File: config.mk
export PLATFORM = sky130hd
export DESIGN_NAME = c64_bus_arbiter
export DESIGN_NICKNAME = d
export VERILOG_FILES = /design/src/rtl/c64_bus_arbiter.sv
export SDC_FILE = /design/constraint.sdc
export NUM_CORES = 1
export LEC_CHECK = 0
export BUFFER_PORTS_ARGS = -buffer_cell sky130_fd_sc_hd__buf_4
export CAP_MARGIN = 20
export CORE_MARGIN = 3
export CORE_UTILIZATION = 42
export CTS_CLUSTER_SIZE = 14
export DETAILED_ROUTE_END_ITERATION = 8
export GPL_TIMING_DRIVEN = 1
export HOLD_SLACK_MARGIN = 0.03
export PLACE_DENSITY_LB_ADDON = 0.08
export SETUP_SLACK_MARGIN = 0.1
export SYNTH_ARGS = -nofsm -noshare
export SYNTH_HDL_FRONTEND = slang
export SYNTH_SLANG_ARGS = --single-unit
File: constraint.sdc
create_clock -name clk -period 2.5 [get_ports clk]
set_input_delay 0.5 -clock clk [delete_from_list [all_inputs] [get_ports clk]]
set_output_delay 0.5 -clock clk [all_outputs]
set_load 0.01 [all_outputs]
File: src/rtl/c64_bus_arbiter.sv
// Splits each CPU bus cycle into a video slot (phase 0) and a CPU slot (phase 1)
// on the shared RAM port, and runs the ba-warned badline cycle-steal sequencer.
module c64_bus_arbiter #(
   parameter int BA_LEAD = 3,
   parameter int LEN_W   = 6
) (
   input  logic             clk,
   input  logic             reset,
   input  logic [15:0]      cpu_ab,
   input  logic             cpu_we,
   input  logic [7:0]       cpu_do,
   output logic [7:0]       cpu_di,
   output logic             cpu_en,
   input  logic [15:0]      vid_ab,
   input  logic             vid_fetch,
   input  logic             vid_req,
   input  logic [LEN_W-1:0] vid_len,
   output logic             vid_ack,
   output logic [7:0]       vid_data,
   output logic             vid_valid,
   output logic             ba,
   output logic             phase,
   output logic [15:0]      mem_ab,
   output logic             mem_we,
   output logic [7:0]       mem_do,
   input  logic [7:0]       mem_di,
   output logic [1:0]       dbg_state_o
);

   typedef enum logic [1:0] {
      ST_IDLE  = 2'd0,
      ST_WARN  = 2'd1,
      ST_STEAL = 2'd2
   } state_t;

   localparam logic [2:0]       WARN_ONE = 3'd1;
   localparam logic [2:0]       WARN_LD  = 3'(BA_LEAD);
   localparam logic [LEN_W-1:0] LEN_ONE  = LEN_W'(1);

   state_t           state_q, state_d;
   logic             phase_q, phase_d;
   logic [2:0]       warn_q, warn_d;
   logic [LEN_W-1:0] len_q, len_d;
   logic             ack_q, ack_d;
   logic [7:0]       hold_q, hold_d;
   logic [7:0]       vdata_q, vdata_d;
   logic             valid_q, valid_d;

   logic             steal;
   logic             cpu_slot;
   logic             vid_rd;

   assign steal    = (state_q == ST_STEAL);
   assign cpu_slot = phase_q & ~steal;
   assign vid_rd   = phase_q ? steal : vid_fetch;

   always_ff @(posedge clk or posedge reset) begin
      if (reset) begin
         state_q <= ST_IDLE;
         phase_q <= 1'b0;
         warn_q  <= '0;
         len_q   <= '0;
         ack_q   <= 1'b0;
         hold_q  <= '0;
         vdata_q <= '0;
         valid_q <= 1'b0;
      end else begin
         state_q <= state_d;
         phase_q <= phase_d;
         warn_q  <= warn_d;
         len_q   <= len_d;
         ack_q   <= ack_d;
         hold_q  <= hold_d;
         vdata_q <= vdata_d;
         valid_q <= valid_d;
      end
   end

   // Handshake: vid_req is a level held by video until vid_ack; vid_ack is a
   // single-clk pulse in the clk after the phase-1 edge that accepted the
   // request, and vid_len is captured on that same edge.
   always_comb begin
      state_d = state_q;
      warn_d  = warn_q;
      len_d   = len_q;
      ack_d   = 1'b0;
      phase_d = ~phase_q;
      if (phase_q) begin
         case (state_q)
            ST_IDLE: begin
               if (vid_req) begin
                  ack_d = 1'b1;
                  if (vid_len != '0) begin
                     len_d = vid_len;
                     if (BA_LEAD == 0) begin
                        state_d = ST_STEAL;
                     end else begin
                        state_d = ST_WARN;
                        warn_d  = WARN_LD;
                     end
                  end
               end
            end
            ST_WARN: begin
               // Counters stop at 1 so they can never wrap.
               if (warn_q <= WARN_ONE) begin
                  state_d = ST_STEAL;
               end else begin
                  warn_d = warn_q - WARN_ONE;
               end
            end
            ST_STEAL: begin
               if (len_q <= LEN_ONE) begin
                  state_d = ST_IDLE;
               end else begin
                  len_d = len_q - LEN_ONE;
               end
            end
            default: state_d = ST_IDLE;
         endcase
      end
   end

   always_comb begin
      hold_d  = cpu_slot ? mem_di : hold_q;
      vdata_d = vid_rd ? mem_di : vdata_q;
      valid_d = vid_rd;
   end

   // A stalled core keeps its write on the pins, so gating mem_we by slot
   // ownership alone defers the write to the first CPU slot after STEAL.
   assign mem_ab      = cpu_slot ? cpu_ab : vid_ab;
   assign mem_we      = cpu_slot & cpu_we;
   assign mem_do      = cpu_do;
   assign cpu_di      = cpu_slot ? mem_di : hold_q;
   assign cpu_en      = cpu_slot;
   assign ba          = (state_q == ST_IDLE);
   assign phase       = phase_q;
   assign vid_ack     = ack_q;
   assign vid_data    = vdata_q;
   assign vid_valid   = valid_q;
   assign dbg_state_o = state_q;

endmodule
Word level (Yosys, flattened, before mapping)
Cells that the tools add are included.

$add $sub $neg: 2. $lt $le $gt $ge: 2. Equal/unequal tests: 8. Mux-type cells: 19. Bitwise logic cells: 4. Reductions and logical operators: 7.

Operators by type and width (count): 2-to-1 mux 6 bit (3); 2-to-1 mux 16 bit (1); AND reduction 5 bit (3); one-hot mux 6 bit (2 select lines) (1); 2-to-1 mux 3 bit (3); 2-to-1 mux 2 bit (4); 2-to-1 mux 8 bit (1); != test 2 bit (second input constant) (4); <= comparator 6 x 1 -> 1 bit (second input constant) (1); one-hot mux 2 bit (3 select lines) (1); one-hot mux 3 bit (2 select lines) (1); nonzero test 6 bit (1); subtractor 6 x 1 -> 6 bit (second input constant) (1); 2-to-1 mux 1 bit (4); != test 2 x 1 -> 1 bit (second input constant) (2); nonzero test 2 bit (2); <= comparator 3 x 1 -> 1 bit (second input constant) (1); subtractor 3 x 1 -> 3 bit (second input constant) (1); bitwise AND 1 bit (2); == test 2 x 1 -> 1 bit (second input constant) (1); == test 2 bit (second input constant) (1); logical NOT 2 bit (1); NOT 1 bit (2).

Flip-flop bits (word level): 30. Input bits: 59. Output and inout bits: 48. Logic and storage cells: 50.

Longest topological paths before layout
Gate-level depths: netlist (run 1).

Word-level depth: 4. Mapped depth: 7. Gate-level depth less buffers: 6.

Worst setup path before layout (run 1)
No wires, ideal clock.

Path kind: reg2out. From: register state_q[1], in the netlist dbg_state_o[1]. To: output cpu_di[0]. Arrival time: 1.622 ns. Data required time: 2.000 ns. Setup slack: 0.378 ns. Stages on the path, launching flop included: 7. Buffers on the path: 3. Cells stage by stage: dfrtp_1 > buf_2 > nand2b_1 > clkbuf_1 > nand2_1 > buf_2 > mux2_1.

Cells in the longest elaborated chain, start to end: 4.

Ends and longest elaborated chain: from (decl) (line 40) `state_t state_q, state_d;`; from (signal assigned) (line 68) `state_q <= state_d;`; == test 2 bit (line 53) `assign steal = (state_q == ST_STEAL);`; NOT 1 bit (line 54) `assign cpu_slot = phase_q & ~steal;`; bitwise AND 1 bit (line 54); 2-to-1 mux 8 bit (line 135) `assign cpu_di = cpu_slot ? mem_di : hold_q;`; to (decl) (line 12) `output logic [7:0] cpu_di,`.

Every way passes these cells.

Final worst setup path (run 1)
From: register state_q[0], in the netlist dbg_state_o[0]. To: output cpu_di[0].

The elaborated chain is that of the path after synthesis.

==> results of run 1 <==
cells in the final DEF (no fill, tap or decap), types with 2 or more instances in the layout:
cell type,synthesis,layout
inv_2,2,2
nor2_1,7,7
a211oi_1,2,2
a21oi_1,5,5
mux2i_1,3,3
nand2b_1,3,2
o21ai_0,3,3
nor3_1,3,3
buf_4,8,91
nor3b_1,3,3
nand2_1,6,6
mux2_1,33,33
o221a_1,2,2
dfrtp_1,30,29
clkbuf_8,0,6
and3b_1,2,2
ha_1,4,4
inv_1,5,5
power breakdown:
part	switching (mW)	internal (mW)	total, mW
logic	0.665	0.760	1.43
registers	0.147	0.671	0.818
clock network	0.185	0.221	0.406
total	0.997	1.65	2.65
registers in the layout, summed over array words and instances, names as in the netlist:
name         cells
vid_ack          1
hold_q           8
vid_data         8
phase            1
len_q            6
warn_q           3
vid_valid        1
dbg_state_o      2
stage by stage:
step	area (µm²)	hold WS [ns]	setup WS [ns]	instances
2_1_floorplan	1690	0.489	0.378	148
3_3_place_gp	2350	0.475	0.369	274
3_5_place_dp	2350	0.482	0.294	274
4_1_cts	2460	0.288	0.118	282
5_1_grt	2470	0.314	0.123	282
6_report	2470	0.289	0.235	282
worst max-delay path, delay by kind of cell (launching register included):
family | cells | cell delay [ns]
buf+inv | 2 | 0.34
simple gates | 2 | 0.32
flops | 1 | 0.44
mux | 1 | 0.37
logic make-up (layout without fill, tap and decap cells):
group,count (synthesis),in the layout,share of synthesized area [%]
DFF,30,30,44.3
buffers and inverters,22,108,7.31
AOI/OAI and AO/OA,24,24,10.6
adders and majority gates,4,4,2.95
muxes,37,37,24.4
and+or+nand+nor,31,31,10.5
what timing repair did:
action / 4_1_cts / 5_1_grt
gates cloned: 0 / 0
gates resized for setup: 4 / 2
hold buffers: 0 / 0
setup endpoints to repair: 24 / 24
layer usage:
metal  track usage (%)  wire length [µm]
met1              22.9              1780
met2              31.7              2300
met3              8.26               347
met4              7.38                66
met5                 0                 0
worst min path at each step:
| stage | from | end | slack, ns | cells past startpoint |
|---|---|---|---|---|
| 6_report | reset | hold_q[6] | 0.29 | 3 |
| 5_1_grt | reset | hold_q[6] | 0.31 | 3 |
| 4_1_cts | reset | dbg_state_o[0] | 0.29 | 3 |
| 3_5_place_dp | vid_data[4] | vid_data[4] | 0.48 | 1 |
| 3_3_place_gp | hold_q[0] | hold_q[0] | 0.48 | 1 |
| 2_1_floorplan | warn_q[1] | warn_q[1] | 0.49 | 1 |
cell type report:
cell class | instances | share of cell area (%)
multi-input cells | 96 | 33.5
flip-flops and latches | 30 | 30.5
repair buffers | 92 | 28.5
clock buffers | 6 | 3.35
well taps | 48 | 2.43
inverters | 8 | 1.22
clock inverters | 2 | 0.507
==> flow_summary_export.csv, run 1 <==
group,metric,value,unit
power_and_ir_drop,p_per_area,1070,nW/µm²
yosys,synth_top_area_cell,"dfrtp_1",
setup_path,cp-startpoint,"dbg_state_o[0]",
routing,drtIter0Drc,87,
floorplanning,dieHeight,69.5,µm
final_layout,finalNetCount,296,
routing,wl_per_cell,16.0,µm
hold_path,worstHoldPathType,"in2async",
grt,grt_pass1_wl,7430,µm
grt,grt_pass1_vias,1498,
cts,cts_buffers,5,
yosys,synth_nets,211,
final_layout,utilization,65.4,%
routing,totalWireLength,4500,µm
timing,tns,0,ns
floorplanning,initial_utilization,44.9,%
grt,overflow,0,
setup_path,critPathArrivalTime,1.76,ns
cts,cts_tree,"built",
setup_path,reg2reg_from,"len_q[2]",
setup_path,crit_path_max_fanout,25,
yosys,synth_async_sr_flop_share,100,%
yosys,yosysWarningCount,0,
cts,cts.clk_slew.worst_paths,0.07,ns
power_and_ir_drop,ir_drop,701,µV
routing,vias,1464,
final_layout,fillers,289,
final_layout,regArea,752,µm²
cts,cts.sinks,30,
floorplanning,rows,22,
setup_path,cp-start-kind,"register",
power_and_ir_drop,power.total,2.65,mW
yosys,yosysSeqAreaShare,44.3,%
power_and_ir_drop,p_leak,1.21,nW
yosys,syn_avg_cell_area,11.4,µm²
timing,finalSetupViolCount,0,
placement,dp_hpwl,3610,µm
outcome,status,"complete, no violations",
timing,finalHoldViolCount,0,
timing,slew_viol_final,0,
final_layout,multi_input_area,827,µm²
yosys,synth_edf_count,0,
grt,antenna_found_initial,0,
floorplanning,core-area,3770,µm²
grt,grt_max_degree,31,
yosys,synth_commonest_cells,"mux2_1, dfrtp_1, buf_4",
setup_path,crit_chain,"nand2b_4 -> nand2_1 -> buf_12 -> mux2_1 -> buf_4",
placement,io_buffer_count,90,
yosys,yosysMostFrequentCell,"mux2_1",
setup_path,endpoint,"cpu_di[0]",
floorplanning,die_x,69.5,µm
cts,clock_latency,0.28,ns
setup_path,r2r_end,"len_q[5]",
routing,ant_nets,0,
timing,period_needed,2.26,ns
final_layout,num_antenna_cells,0,
cts,htree_levels,2,
timing,fin_crit_sh,90.6,%
yosys,yosys_most_used_dff,"dfrtp_1",
setup_path,timing.reg2reg.setup_slack,0.64,ns
timing,worst_pin_slew,0.579,ns
yosys,syn_inst,148,
setup_path,critPathCaptureType,"output pin",
setup_path,r2r_cells,4,
final_layout,drive_gt1_share,46.6,%
yosys,synth_top_area_share,44.3,%
yosys,synth_cell_types,41,
setup_path,max_stage_delay,0.44,ns
cts,post_cts_buffers,0,
yosys,ys_top_cells_by_area,"dfrtp_1, mux2_1, buf_4",
setup_path,required,2.00,ns
grt,grt_use_total,19.5,%
floorplanning,io_pins,107,
cts,root_buffer,"clkbuf_8",
job,maxCapViolCount,0,
routing,drt_pass1_iterations,4,
setup_path,critPathKind,"reg2out",
floorplanning,die_area,4830,µm²
placement,routabilityCongestion,0.977,
yosys,synth_area,1690,µm²
yosys,synth-seq-cells,30,
routing,vias_per_cell,5.19,
timing,relSlewSlack,61.0,%
cts,cts.path.max_buffers,2,
timing,fmax,442,MHz
setup_path,cp_slowest_cell,"dfrtp_1",
routing,drc,0,
timing,rsz0062_at_grt,"false",
timing,fin_skew,0.00533,ns
final_layout,synthToLayoutAreaGrowth,45.6,%
Note: power is estimated with default switching activity, not from simulation.
==> run 2: changes to the inputs <==
- BUFFER_PORTS_ARGS: -buffer_cell sky130_fd_sc_hd__buf_4 -> -buffer_cell sky130_fd_sc_hd__buf_2
==> run 2 against run 1 <==
Compared with the run above: cell count up 0.35%; power down 4.1%; critical path depth unchanged; global-route usage down 1.7 points; sequential power down 0.6%; worst setup slack better by 0.045 ns; clock-buffer cell count unchanged; clock skew about the same; die area unchanged; wire length down 3.6%; sequential cell count unchanged; largest power group unchanged.
==> flow_summary_export.csv, run 2 (synthesis gave the netlist of run 1 again) <==
group,metric,value,unit
outcome,status,"complete, no violations",
routing,drc,0,
floorplanning,dieHeight,69.5,µm
cts,root_buffer,"clkbuf_8",
setup_path,required,2.00,ns
floorplanning,initial_utilization,44.9,%
setup_path,reg2reg_from,"len_q[2]",
setup_path,r2r_cells,4,
power_and_ir_drop,switching_share,38.8,%
timing,fin_skew,0.00574,ns
timing,finalSetupViolCount,0,
cts,cts_buffers,5,
job,maxCapViolCount,0,
floorplanning,die_area,4830,µm²
cts,cts.sinks,30,
grt,grt_use_total,17.9,%
final_layout,synthToLayoutAreaGrowth,34.0,%
setup_path,cp_slowest_cell,"dfrtp_1",
placement,preCtsSetupSlack,0.305,ns
timing,worst_pin_slew,0.602,ns
grt,grt.busiest_layer,"met2",
placement,dp_hpwl,3360,µm
setup_path,critPathArrivalTime,1.72,ns
timing,slew_viol_final,0,
cts,cts.clk_slew.worst_paths,0.07,ns
setup_path,cp-startpoint,"dbg_state_o[0]",
routing,vias_per_cell,5.10,
final_layout,fillers,338,
routing,vias,1443,
setup_path,cp-start-kind,"register",
setup_path,crit_chain,"nand2b_4 -> nand2_2 -> clkbuf_16 -> mux2_1 -> buf_2",
cts,cts.path.max_buffers,2,
power_and_ir_drop,p_per_area,1120,nW/µm²
power_and_ir_drop,p_leak,1.15,nW
setup_path,timing.reg2reg.setup_slack,0.66,ns
placement,place_area,2130,µm²
power_and_ir_drop,intPower,1.55,mW
grt,antenna_found_initial,0,
floorplanning,io_pins,107,
setup_path,critPathCaptureType,"output pin",
setup_path,crit_path_max_fanout,12,
final_layout,final_common_cell,"buf_2",
timing,period_needed,2.22,ns
grt,gr-usage-met1,22.8,%
routing,totalWireLength,4340,µm
routing,drt_pass1_iterations,4,
timing,worst_slack,0.281,ns
floorplanning,rows,22,
hold_path,worstHoldPathType,"in2async",
grt,grt_pass1_wl,7040,µm
power_and_ir_drop,p_sw,0.987,mW
setup_path,crit_buf_inv,2,
power_and_ir_drop,pwr-share-comb,52.2,%
cts,htree_levels,2,
final_layout,regArea,752,µm²
setup_path,critPathTopFamily,"flip-flops",
timing,fin_crit_sh,88.8,%
grt,grt_max_degree,31,
final_layout,num_antenna_cells,0,
timing,holdWs,0.288,ns
setup_path,r2r_end,"len_q[5]",
timing,relSlewSlack,59.5,%
timing,finalHoldViolCount,0,
routing,drtIter0Drc,75,
grt,grt_pass1_vias,1489,
final_layout,fin_area,2270,µm²
power_and_ir_drop,ir_drop,581,µV
routing,wl_per_cell,15.3,µm
timing,rsz0062_at_grt,"false",
final_layout,drive_gt1_share,47.2,%
final_layout,finalNetCount,297,
timing,fmax,451,MHz
final_layout,final_cell_mix,"buf_2, mux2_1, dfrtp_1, nor2_1, clkbuf_8",
floorplanning,die_x,69.5,µm
grt,overflow,0,
cts,clock_latency,0.27,ns
setup_path,max_stage_delay,0.44,ns
power_and_ir_drop,power.total,2.54,mW
placement,routabilityCongestion,0.923,
timing,tns,0,ns
routing,ant_nets,0,
cts,post_cts_buffers,0,
power_and_ir_drop,power_frac_clock,15.8,%
power_and_ir_drop,seqPwrFrac,32.0,%
cts,cts_tree,"built",
grt,met2_usage,30.5,%
setup_path,critPathKind,"reg2out",
final_layout,multi_input_area,830,µm²
floorplanning,core-area,3770,µm²
placement,io_buffer_count,90,
grt,met3_usage,4.64,%
[run 2: cell count changes in the layout (fill, tap and decap cells not counted), sizes merged]
cell,delta
clkbuf,+1
[run 2: per-layer routing]
layer | up-vias | wire [µm]
li1 | 693 | -
met1 | 694 | 1860
met3 | 5 | 249
met2 | 51 | 2200
met5 | - | 0
met4 | 0 | 30
[run 2: cell type report]
class / count / area share (%)
multi-input cells: 96 / 36.5
flip-flops and latches: 30 / 33.1
repair buffers: 93 / 22.2
clock buffers: 6 / 3.64
well taps: 48 / 2.65
inverters: 8 / 1.32
clock inverters: 2 / 0.551
[run 2: worst register-to-register path: stages (launching register included)]
cell     delay, ns
dfrtp_1       0.43
or3_4         0.41
o31a_1        0.32
or2_1         0.32
o221a_1       0.26
[run 2: power groups by stage]
| stage | sequential, mW | clock (mW) | combinational, mW |
|---|---|---|---|
| global route | 0.841 | 0.439 | 1.47 |
| detailed placement | 0.813 | 0 | 1.25 |
| finish | 0.813 | 0.400 | 1.33 |
| floorplan | 0.799 | 0 | 0.887 |
| CTS | 0.806 | 0.416 | 1.27 |
| global placement | 0.802 | 0 | 1.21 |
[run 2: stage by stage]
step                      std cells  util (%)
after detailed placement        274      56.4
after CTS                       282      59.1
after global routing            283      60.2
after global placement          274      56.4
after floorplan                 148         -
final                           283      60.2
[run 2: what timing repair did]
item                       CTS  global route
gates resized for setup      3             4
setup endpoints to repair   24            24
gates cloned                 0             1
hold buffers                 0             0
[run 2: worst max path at each step]
stage / end / slack (ns) / depth (start not counted)
2_1_floorplan: cpu_di[0] / 0.38 / 6
3_3_place_gp: len_q[4] / 0.37 / 5
3_5_place_dp: cpu_di[5] / 0.31 / 5
4_1_cts: cpu_di[5] / 0.11 / 5
5_1_grt: cpu_di[1] / 0.18 / 5
6_report: mem_ab[6] / 0.28 / 5
==> run 3: changes to the inputs <==
- MAX_ROUTING_LAYER: not set -> met4
==> run 3 against run 2 <==
Compared with the run above: first-iteration DRC count is 8.0% lower; sequential cell count did not move; worst hold slack worse by 0.0014 ns; critical endpoint is now cpu_di[7]; die area is the same; global-route usage increased by 0.57 points; core utilization is 0.73 points lower; largest cell class unchanged; combinational power down 4%; clock power is essentially flat; cell count fell by 0.35%.
==> flow_summary_export.csv, run 3 (synthesis gave the netlist of run 1 again) <==
group,metric,value,unit
outcome,status,"complete, no violations",
routing,wl_per_cell,15.1,µm
final_layout,finalNetCount,296,
timing,finalHoldViolCount,0,
routing,ant_nets,0,
placement,place_area,2130,µm²
final_layout,fin_area,2240,µm²
timing,period_needed,2.22,ns
setup_path,timing.reg2reg.setup_slack,0.66,ns
setup_path,cp-start-kind,"register",
power_and_ir_drop,p_leak,1.14,nW
setup_path,critPathCaptureType,"output pin",
final_layout,synthToLayoutAreaGrowth,32.3,%
final_layout,utilization,59.5,%
routing,drt_pass1_iterations,4,
hold_path,worstHoldPathType,"in2async",
routing,drc,0,
final_layout,fillers,332,
setup_path,critPathArrivalTime,1.72,ns
placement,routabilityCongestion,0.932,
grt,overflow,0,
final_layout,final_common_cell,"buf_2",
setup_path,critPathKind,"reg2out",
floorplanning,rows,22,
power_and_ir_drop,p_per_area,1110,nW/µm²
routing,totalWireLength,4260,µm
grt,antenna_found_initial,0,
grt,grt_pass1_wl,6980,µm
timing,worst_pin_slew,0.603,ns
power_and_ir_drop,ir_drop,552,µV
final_layout,final_cell_mix,"buf_2, mux2_1, dfrtp_1, nor2_1",
floorplanning,core-area,3770,µm²
timing,fin_crit_sh,88.9,%
timing,relSlewSlack,59.4,%
timing,fmax,450,MHz
setup_path,required,2.00,ns
placement,dp_hpwl,3340,µm
cts,cts.clk_slew.worst_paths,0.06,ns
floorplanning,dieHeight,69.5,µm
setup_path,crit_path_max_fanout,25,
cts,clock_latency,0.28,ns
timing,finalSetupViolCount,0,
timing,fin_skew,0.00337,ns
cts,hold_buffers,0,
cts,root_buffer,"clkbuf_8",
cts,cts.sinks,30,
timing,slew_viol_final,0,
cts,htree_levels,2,
timing,worst_slack,0.277,ns
grt,grt_pass1_vias,1467,
timing,rsz0062_at_grt,"false",
cts,cts_buffers,5,
grt,grt_use_total,18.5,%
floorplanning,io_pins,107,
placement,io_buffer_count,90,
final_layout,num_antenna_cells,0,
cts,cts.path.max_buffers,2,
final_layout,drive_gt1_share,46.6,%
cts,post_cts_buffers,0,
floorplanning,die_area,4830,µm²
routing,drtIter0Drc,69,
routing,vias_per_cell,5.11,
timing,tns,0,ns
power_and_ir_drop,power.total,2.49,mW
floorplanning,initial_utilization,44.9,%
placement,preCtsSetupSlack,0.297,ns
job,maxCapViolCount,0,
routing,vias,1442,
grt,grt_max_degree,31,
floorplanning,die_x,69.5,µm
cts,cts_tree,"built",
run 3: changes by cell type in the layout (fill, tap and decap cells not counted), sizes merged:
cell,delta
clkbuf,-1
run 3: power breakdown:
group | leakage (nW) | switching [mW] | internal, mW
logic | 0.739 | 0.650 | 0.625
registers | 0.351 | 0.146 | 0.671
clock network | 0.0472 | 0.177 | 0.221
run 3: stage by stage:
stage          cells  hold WS (ns)
2_1_floorplan    148         0.489
3_3_place_gp     274         0.469
3_5_place_dp     274         0.476
4_1_cts          282         0.293
5_1_grt          282         0.310
6_report         282         0.287
run 3: final cells by class:
type | instances | area, µm² | area share, %
clock buffer | 6 | 82.6 | 3.68
inverter | 8 | 30.0 | 1.34
timing repair buffer | 92 | 478 | 21.3
sequential | 30 | 752 | 33.5
clock inverter | 2 | 12.5 | 0.558
tap | 48 | 60.1 | 2.68
multi-input combinational | 96 | 827 | 36.9
run 3: worst paths after layout:
check	start	endpoint	cells past startpoint
setup / recovery	dbg_state_o[0]	cpu_di[7]	5
hold / removal	reset	warn_q[0]	3
setup reg to reg	len_q[2]	len_q[5]	4
hold reg to reg	hold_q[7]	hold_q[7]	1
max in group asynchronous	reset	dbg_state_o[1]	3
min in group clk	mem_di[3]	vid_data[3]	2
run 3: timing repair:
| item | in CTS | in global routing |
|---|---|---|
| setup endpoints to repair | 24 | 24 |
| pin swaps | 0 | 0 |
| hold endpoints to repair | 0 | 0 |
| gates cloned | 0 | 0 |
| gates resized for setup | 3 | 3 |
run 3: critical path, cell delays in order (launching register included):
cell and delay [ns]:
dfrtp_1 0.43, nand2b_4 0.20, nand2_1 0.12, buf_12 0.19, mux2_1 0.35, buf_2 0.15
run 3: per-layer routing:
| layer | wire length, µm | GRT usage [%] | part of all wire (%) |
|---|---|---|---|
| met1 | 1760 | 21.3 | 41 |
| met2 | 2110 | 29.3 | 50 |
| met3 | 294 | 6.81 | 6.9 |
| met4 | 89 | 6.94 | 2.1 |
| met5 | 0 | - | 0 |
